### config.mk
export PLATFORM = sky130hd
export DESIGN_NAME = load_store_unit
export DESIGN_NICKNAME = d
export VERILOG_FILES = /design/src/rtl/load_store_unit.sv
export SDC_FILE = /design/constraint.sdc
export NUM_CORES = 1
export LEC_CHECK = 0
export CAP_MARGIN = 15
export CORE_UTILIZATION = 43
export DETAILED_ROUTE_END_ITERATION = 16
export PLACE_DENSITY_LB_ADDON = 0.1
export SYNTH_ARGS = -nofsm -noshare
export SYNTH_HDL_FRONTEND = slang
export SYNTH_SLANG_ARGS = --single-unit
export TNS_END_PERCENT = 10
### constraint.sdc
create_clock -name clk -period 2.8 [get_ports clk]
set_input_delay 0.56 -clock clk [delete_from_list [all_inputs] [get_ports clk]]
set_output_delay 0.56 -clock clk [all_outputs]
set_load 0.02 [all_outputs]
### src/rtl/load_store_unit.sv
// Memory-stage load/store unit.
// Accepts one load or store from execute, runs a single req/ack memory
// transaction with an optional timeout, and returns extended load data.
// Misaligned, illegal (load and store both set) and timed-out accesses
// are reported on err/err_cause.
module load_store_unit #(
    parameter int unsigned TIMEOUT_CYCLES = 255,
    parameter int unsigned CNT_W          = 8
) (
    input  logic        clk,
    input  logic        rst_n,
    // execute-stage interface
    input  logic        ex_valid,
    output logic        ex_ready,
    input  logic        ex_is_load,
    input  logic        ex_is_store,
    input  logic [2:0]  ex_funct3,
    input  logic [31:0] ex_addr,
    input  logic [31:0] ex_store_data,
    input  logic [4:0]  ex_rd,
    // data-memory interface
    output logic        mem_req,
    output logic        mem_we,
    output logic [31:0] mem_addr,
    output logic [3:0]  mem_wstrb,
    output logic [31:0] mem_wdata,
    input  logic        mem_ack,
    input  logic [31:0] mem_rdata,
    // writeback / status
    output logic        wb_valid,
    output logic [4:0]  wb_rd,
    output logic [31:0] wb_data,
    output logic        done,
    output logic        err,
    output logic [1:0]  err_cause
);

    typedef enum logic [1:0] {
        S_IDLE = 2'd0,
        S_REQ  = 2'd1,
        S_DONE = 2'd2,
        S_ERR  = 2'd3
    } state_t;

    localparam logic [1:0] CAUSE_MISALIGN = 2'b01;
    localparam logic [1:0] CAUSE_TIMEOUT  = 2'b10;
    localparam logic [1:0] CAUSE_ILLEGAL  = 2'b11;

    // A zero timeout disables the abort entirely.
    localparam bit               TO_EN   = (TIMEOUT_CYCLES != 0);
    localparam logic [CNT_W-1:0] TO_LAST = CNT_W'(TIMEOUT_CYCLES - 1);

    state_t             state_q;
    logic [CNT_W-1:0]   cnt_q;
    logic               is_load_q;
    logic [2:0]         funct3_q;
    logic [1:0]         byte_off_q;
    logic [4:0]         rd_q;

    logic               ex_ready_q;
    logic               mem_req_q;
    logic               mem_we_q;
    logic [31:0]        mem_addr_q;
    logic [3:0]         mem_wstrb_q;
    logic [31:0]        mem_wdata_q;
    logic               wb_valid_q;
    logic [4:0]         wb_rd_q;
    logic [31:0]        wb_data_q;
    logic               done_q;
    logic               err_q;
    logic [1:0]         err_cause_q;

    logic               misaligned_d;
    logic [3:0]         wstrb_d;
    logic [31:0]        wdata_d;
    logic [7:0]         load_byte_d;
    logic [15:0]        load_half_d;
    logic [31:0]        load_data_d;

    // Alignment check and store lane steering from the incoming op.
    always_comb begin
        misaligned_d = 1'b0;
        wstrb_d      = 4'b1111;
        wdata_d      = ex_store_data;
        case (ex_funct3[1:0])
            2'b00: begin
                wstrb_d = 4'b0001 << ex_addr[1:0];
                wdata_d = {4{ex_store_data[7:0]}};
            end
            2'b01: begin
                misaligned_d = ex_addr[0];
                wstrb_d      = ex_addr[1] ? 4'b1100 : 4'b0011;
                wdata_d      = {2{ex_store_data[15:0]}};
            end
            2'b10: begin
                misaligned_d = (ex_addr[1:0] != 2'b00);
            end
            default: begin
                misaligned_d = 1'b0;
            end
        endcase
    end

    // Select the addressed byte/half from the returned word and extend it.
    always_comb begin
        case (byte_off_q)
            2'd0:    load_byte_d = mem_rdata[7:0];
            2'd1:    load_byte_d = mem_rdata[15:8];
            2'd2:    load_byte_d = mem_rdata[23:16];
            default: load_byte_d = mem_rdata[31:24];
        endcase
        load_half_d = byte_off_q[1] ? mem_rdata[31:16] : mem_rdata[15:0];
        case (funct3_q)
            3'b000:  load_data_d = {{24{load_byte_d[7]}}, load_byte_d};
            3'b001:  load_data_d = {{16{load_half_d[15]}}, load_half_d};
            3'b100:  load_data_d = {24'd0, load_byte_d};
            3'b101:  load_data_d = {16'd0, load_half_d};
            default: load_data_d = mem_rdata;
        endcase
    end

    // Control FSM; every output is registered and pulses clear by default.
    always_ff @(posedge clk) begin
        if (!rst_n) begin
            state_q     <= S_IDLE;
            cnt_q       <= '0;
            is_load_q   <= 1'b0;
            funct3_q    <= 3'd0;
            byte_off_q  <= 2'd0;
            rd_q        <= 5'd0;
            ex_ready_q  <= 1'b1;
            mem_req_q   <= 1'b0;
            mem_we_q    <= 1'b0;
            mem_addr_q  <= 32'd0;
            mem_wstrb_q <= 4'd0;
            mem_wdata_q <= 32'd0;
            wb_valid_q  <= 1'b0;
            wb_rd_q     <= 5'd0;
            wb_data_q   <= 32'd0;
            done_q      <= 1'b0;
            err_q       <= 1'b0;
            err_cause_q <= 2'd0;
        end else begin
            done_q      <= 1'b0;
            err_q       <= 1'b0;
            err_cause_q <= 2'd0;
            wb_valid_q  <= 1'b0;
            wb_rd_q     <= 5'd0;
            wb_data_q   <= 32'd0;
            case (state_q)
                S_IDLE: begin
                    if (ex_valid && (ex_is_load || ex_is_store)) begin
                        ex_ready_q <= 1'b0;
                        is_load_q  <= ex_is_load;
                        funct3_q   <= ex_funct3;
                        byte_off_q <= ex_addr[1:0];
                        rd_q       <= ex_rd;
                        cnt_q      <= '0;
                        if (ex_is_load && ex_is_store) begin
                            state_q     <= S_ERR;
                            err_q       <= 1'b1;
                            err_cause_q <= CAUSE_ILLEGAL;
                        end else if (misaligned_d) begin
                            state_q     <= S_ERR;
                            err_q       <= 1'b1;
                            err_cause_q <= CAUSE_MISALIGN;
                        end else begin
                            state_q     <= S_REQ;
                            mem_req_q   <= 1'b1;
                            mem_we_q    <= ex_is_store;
                            mem_addr_q  <= {ex_addr[31:2], 2'b00};
                            mem_wstrb_q <= ex_is_store ? wstrb_d : 4'd0;
                            mem_wdata_q <= ex_is_store ? wdata_d : 32'd0;
                        end
                    end
                end
                S_REQ: begin
                    if (mem_ack) begin
                        state_q     <= S_DONE;
                        mem_req_q   <= 1'b0;
                        mem_we_q    <= 1'b0;
                        mem_addr_q  <= 32'd0;
                        mem_wstrb_q <= 4'd0;
                        mem_wdata_q <= 32'd0;
                        done_q      <= 1'b1;
                        if (is_load_q) begin
                            wb_valid_q <= 1'b1;
                            wb_rd_q    <= rd_q;
                            wb_data_q  <= load_data_d;
                        end
                    end else if (TO_EN && (cnt_q == TO_LAST)) begin
                        state_q     <= S_ERR;
                        mem_req_q   <= 1'b0;
                        mem_we_q    <= 1'b0;
                        mem_addr_q  <= 32'd0;
                        mem_wstrb_q <= 4'd0;
                        mem_wdata_q <= 32'd0;
                        err_q       <= 1'b1;
                        err_cause_q <= CAUSE_TIMEOUT;
                    end else begin
                        cnt_q <= cnt_q + 1'b1;
                    end
                end
                S_DONE: begin
                    state_q    <= S_IDLE;
                    ex_ready_q <= 1'b1;
                end
                S_ERR: begin
                    state_q    <= S_IDLE;
                    ex_ready_q <= 1'b1;
                end
                default: begin
                    state_q    <= S_IDLE;
                    ex_ready_q <= 1'b1;
                end
            endcase
        end
    end

    assign ex_ready  = ex_ready_q;
    assign mem_req   = mem_req_q;
    assign mem_we    = mem_we_q;
    assign mem_addr  = mem_addr_q;
    assign mem_wstrb = mem_wstrb_q;
    assign mem_wdata = mem_wdata_q;
    assign wb_valid  = wb_valid_q;
    assign wb_rd     = wb_rd_q;
    assign wb_data   = wb_data_q;
    assign done      = done_q;
    assign err       = err_q;
    assign err_cause = err_cause_q;

endmodule

==> results.tsv <==
metric	value	unit
finalWirelength	14600	µm
drive_gt1_frac	0.107	
syn_area_per_cell	10.3	µm²
antenna_found_initial	0	
yosysSeqAreaShare	0.499	
clock-root-buffer	clkbuf_16	
avgViaCountPerCell	5.26	
syn2layout_area_growth	55.8	%
holdPathStages	2	
p_leak	3.14	nW
pin_count	223	
drv_cap	0	
syn_inst	516	
ys.flop_type	dfxtp_1	
synth_enable_flop_cells	0	
die_w	113	µm
syn_area	5290	µm²
fin_util	0.686	
hold_viol_final	0	
vdd.ir_drop.worst	426	µV
clock_tree.buffer_depth	2	
clk_pin_slew	0.06	ns
dp.cells	859	
routedWlPerCell	16.4	µm
crit_path_end_kind	flip-flop	
ys_ff_latch	132	
tns	0	ns
cts_setup_buffers	0	
grt_overflow_total	0	
fin_nets	847	
r2r_cells	8	
max_freq	0.428	GHz
final_max_slew_viol_count	0	
num_rows	40	
outcome	finished, final reports clean	
final_cells	892	
ys_types	54	
cp_max_fo	68	
core-area	12000	µm²
fin_crit_sh	0.834	
setup_violations	0	
dr.first_iter.drc_count	320	
yosys_warnings	0	
seqCellArea	2640	µm²
hpwl	10300	µm
grt_use_total	0.234	
layout.cells.most_common	clkdlybuf4s50_1	
diodes	0	
die_h	113	µm
place_congestion	0.815	
drc	0	
postCtsHoldBufs	0	
clock_skew	0.00453	ns
relSlewSlack	0.412	
portBuffers	220	
antenna_left	0	
grt_pass1_wl	23100	µm
critPathArrivalTime	2.65	ns
worstMarginPinSlew	0.881	ns
cts_tree	done	
crit_type	input port to flip-flop	
first_global_vias	4600	
power_density	627	nW/µm²
fin_crit	2.33	ns
ys_async_sr_fraction	0	
die_area	12800	µm²
cts_max_level	4	
finalPower	5.17	mW
multiInputGateArea	2360	µm²
ctsResizeCount	0	
hold_ws	0.451	ns
drtPass1Iterations	5	
start_util	0.441	
fillCellCount	930	
cts_made_buffers	17	
grt_setup_unrepaired	false	
grt_start_max_net_pins	69	
vias	4694	
clock_sinks	132	
clk_latency	0.42	ns
required	3.11	ns
startpoint_type	input port	
min_path_type	flip-flop to flip-flop	
layout_common_cells	clkdlybuf4s50_1 (220), dfxtp_1 (132), nand2_1 (58)	
[cell type report]
type                    instances  area share
clock inverters                 9      0.0209
multi-input cells             330       0.286
inverters                      17     0.00774
flip-flops and latches        132       0.321
clock buffers                  23      0.0592
well taps                     147      0.0223
repair buffers                234       0.283
[registers in the layout (all words and copies together), names as in the netlist, 2 cells and up]
name        count
mem_addr       30
state_q         2
wb_rd           5
wb_data        32
rd_q            5
mem_wdata      32
err_cause       2
mem_wstrb       4
funct3_q        3
byte_off_q      2
cnt_q           8
[critical path, stage by stage]
cell             delay, ns
clkdlybuf4s50_1       0.51
inv_1                 0.08
ha_1                  0.20
o21a_1                0.20
o21ai_1               0.24
a311oi_1              0.13
a21o_2                0.22
buf_12                0.20
a22o_1                0.26
[through the flow]
stage	instance area (µm²)	worst slack, ns
after global routing	8240	0.352
after CTS	8240	0.481
after floorplan	5300	0.673
after detailed placement	7580	0.0482
after global placement	7580	0.124
final	8240	0.465
[cells in the mapped netlist, drive strengths merged (7+ instances only)]
| cell | number | area [µm²] |
|---|---|---|
| a21boi | 9 | 67.6 |
| nand3 | 9 | 50.1 |
| a22o | 48 | 420 |
| and3 | 7 | 43.8 |
| nand2 | 58 | 218 |
| a22oi | 8 | 60.1 |
| nand2b | 11 | 68.8 |
| a21oi | 47 | 235 |
| a221oi | 7 | 105 |
| inv | 17 | 63.8 |
| o21ai | 9 | 45.0 |
| o2bb2ai | 26 | 290 |
| mux2i | 11 | 110 |
| nor2 | 24 | 95.1 |
| buf | 23 | 171 |
| clkbuf | 15 | 56.3 |
| dfxtp | 132 | 2640 |
| mux2 | 8 | 90.1 |
[routing by layer]
layer,GRT usage,share of wire
met5,0,0
met4,0.104,0.019
met3,0.0878,0.082
met2,0.379,0.47
met1,0.279,0.43
[worst paths after layout]
kind	start	to	slack (ns)
min reg2reg	rd_q[0]	rd_q[0]	0.45
max	ex_funct3[0]	mem_wdata[5]	0.47
min	rd_q[0]	rd_q[0]	0.45
max reg2reg	cnt_q[0]	mem_wdata[5]	0.83
[cells by family after synthesis]
family          count (synthesis)  share of synthesized area
xor+xnor                        7                     0.0116
fa+ha+maj                       5                     0.0118
compound gates                174                      0.274
mux                            19                     0.0378
buf+inv                        55                     0.0551
flops                         132                      0.499
simple gates                  123                      0.109
other cells                     1                   0.000709
[power breakdown]
group          internal [mW]  switching [mW]  leakage (nW)
sequential              1.94          0.0516          1.07
combinational          0.360           0.348          1.74
clock                   1.67           0.796         0.323
No activity file was read; power rests on OpenSTA's default activity.
==> RTL change (same settings) <==
The parameter `CNT_W` goes from 8 to 12.
--- a/src/rtl/load_store_unit.sv
+++ b/src/rtl/load_store_unit.sv
@@ -6,5 +6,5 @@
 module load_store_unit #(
     parameter int unsigned TIMEOUT_CYCLES = 255,
-    parameter int unsigned CNT_W          = 8
+    parameter int unsigned CNT_W          = 12
 ) (
     input  logic        clk,
Check against the original RTL: same outputs for any inputs over 4 cycles, from zero or initial values and one cycle with rst_n low; that may be too few to reach the edited logic, so the function may still have changed.
==> RTL change against the original RTL <==
- sequential cell count increased by 4
- total power decreased by 2.9%
- synthesized area increased by 1.7%
- critical path depth decreased by 1
- maximum frequency increased by 1.6%
- register-to-register slack got worse by 50 ps
- non-clock buffer count increased by 1
- setup slack improved by 38 ps
- via count increased by 6.6%
- highest routed layer unchanged
- cell area increased by 1.4%
- wire length increased by 5.6%
==> RTL change: results <==
[global_route]
grt_pass1_vias = 4780
grt_pass1_wl_um = 24200
use_met2_pct = 41.3
globalRouteTotalUtil_pct = 23.9
gr-usage-met3_pct = 7.70
met1_usage_pct = 27.7
grt_max_degree = 68

[power_and_ir_drop]
leakagePower_nw = 3.21
ir_drop_mv = 0.365

[detailed_routing]
wl_per_cell_um = 16.3
drt_iter0_drc = 322
firstDrtPassIters = 5
num_vias = 5003

[synthesis]
synth_commonest_cells = dfxtp_1 (136), nand2_1 (83), a22o_1 (74)
seq_area_frac_synth_pct = 50.6
synth_area_leaders = dfxtp_1 (51%), a22o_1 (12%), nand2_1 (5.8%)
synth.distinct_cells = 60

[placement]
placed_area_um2 = 7750
place_congestion = 0.868
hpwlAfterDp_um = 10900

[timing]
whs_ps = 456
timing.max_slew.rel_slack_pct = 57.6
finClkSkew_ps = 6.56

[setup_path]
cpPeakStageDelay_ps = 520
worstPathMaxFanout = 67

[status]
status = completed

[cts]
cts_buffers = 17

[cells_and_area]
fin_nets = 882
drive_above_1_share_pct = 10.3

[worst_hold_path]
min_from = rd_q[1]$_SDFFE_PN0P_
RTL change: changes by cell type in the layout (fill, tap and decap cells not counted), moves of 9 or more:
cell       change
a21oi_1        -9
o21ai_0       +14
a22o_1        +26
nand2_1       +25
o2bb2ai_1     -16
o2bb2ai_2     -10
mux2i_1       -11
RTL change: cells by family after synthesis:
group,count (synthesis),synth area share [%]
compound gates,180,24.9
fa+ha+maj,5,1.16
buf+inv,62,5.62
other cells,1,0.0697
xor+xnor,3,0.488
flops,136,50.6
simple gates,156,15.1
mux,9,2.09
RTL change: area by class of cell:
type	instances	area (µm²)
clock buffer	20	467
clock inverter	11	146
fill	956	3750
inverter	22	82.6
multi-input combinational	355	2380
sequential	136	2720
tap	168	210
timing repair buffer	235	2350
RTL change: path summary, 6_finish.rpt:
kind	to	cells after the start
setup / recovery	mem_wdata[27]$_SDFFE_PN0P_	8
hold / removal	rd_q[1]$_SDFFE_PN0P_	2
setup reg to reg	cnt_q[11]$_SDFFE_PN0P_	7
hold reg to reg	rd_q[1]$_SDFFE_PN0P_	2
RTL change: routing by layer:
| metal | routed length [µm] | share of wire, % |
|---|---|---|
| met1 | 6320 | 41 |
| met2 | 7640 | 50 |
| met3 | 1160 | 7.5 |
| met4 | 285 | 1.8 |
| met5 | 0 | 0 |
RTL change: report_power, final:
| group | internal [W] | switching [W] | leakage [nW] | total, W |
|---|---|---|---|---|
| clock network | 0.00147 | 0.000823 | 0.298 | 0.00229 |
| registers | 0.00200 | 0.0000461 | 1.10 | 0.00204 |
| logic | 0.000349 | 0.000338 | 1.81 | 0.000687 |
RTL change: critical path, delay by kind of cell:
kind            cells  cell delay, ps
compound gates      4             890
fa+ha+maj           1             270
buf+inv             3             880
RTL change: metrics by stage:
| stage | setup slack, ps | instances |
|---|---|---|
| after detailed placement | 106 | 916 |
| after global placement | 180 | 916 |
| after CTS | 525 | 947 |
| after global routing | 419 | 947 |
| final | 503 | 947 |
| after floorplan | 598 | 553 |
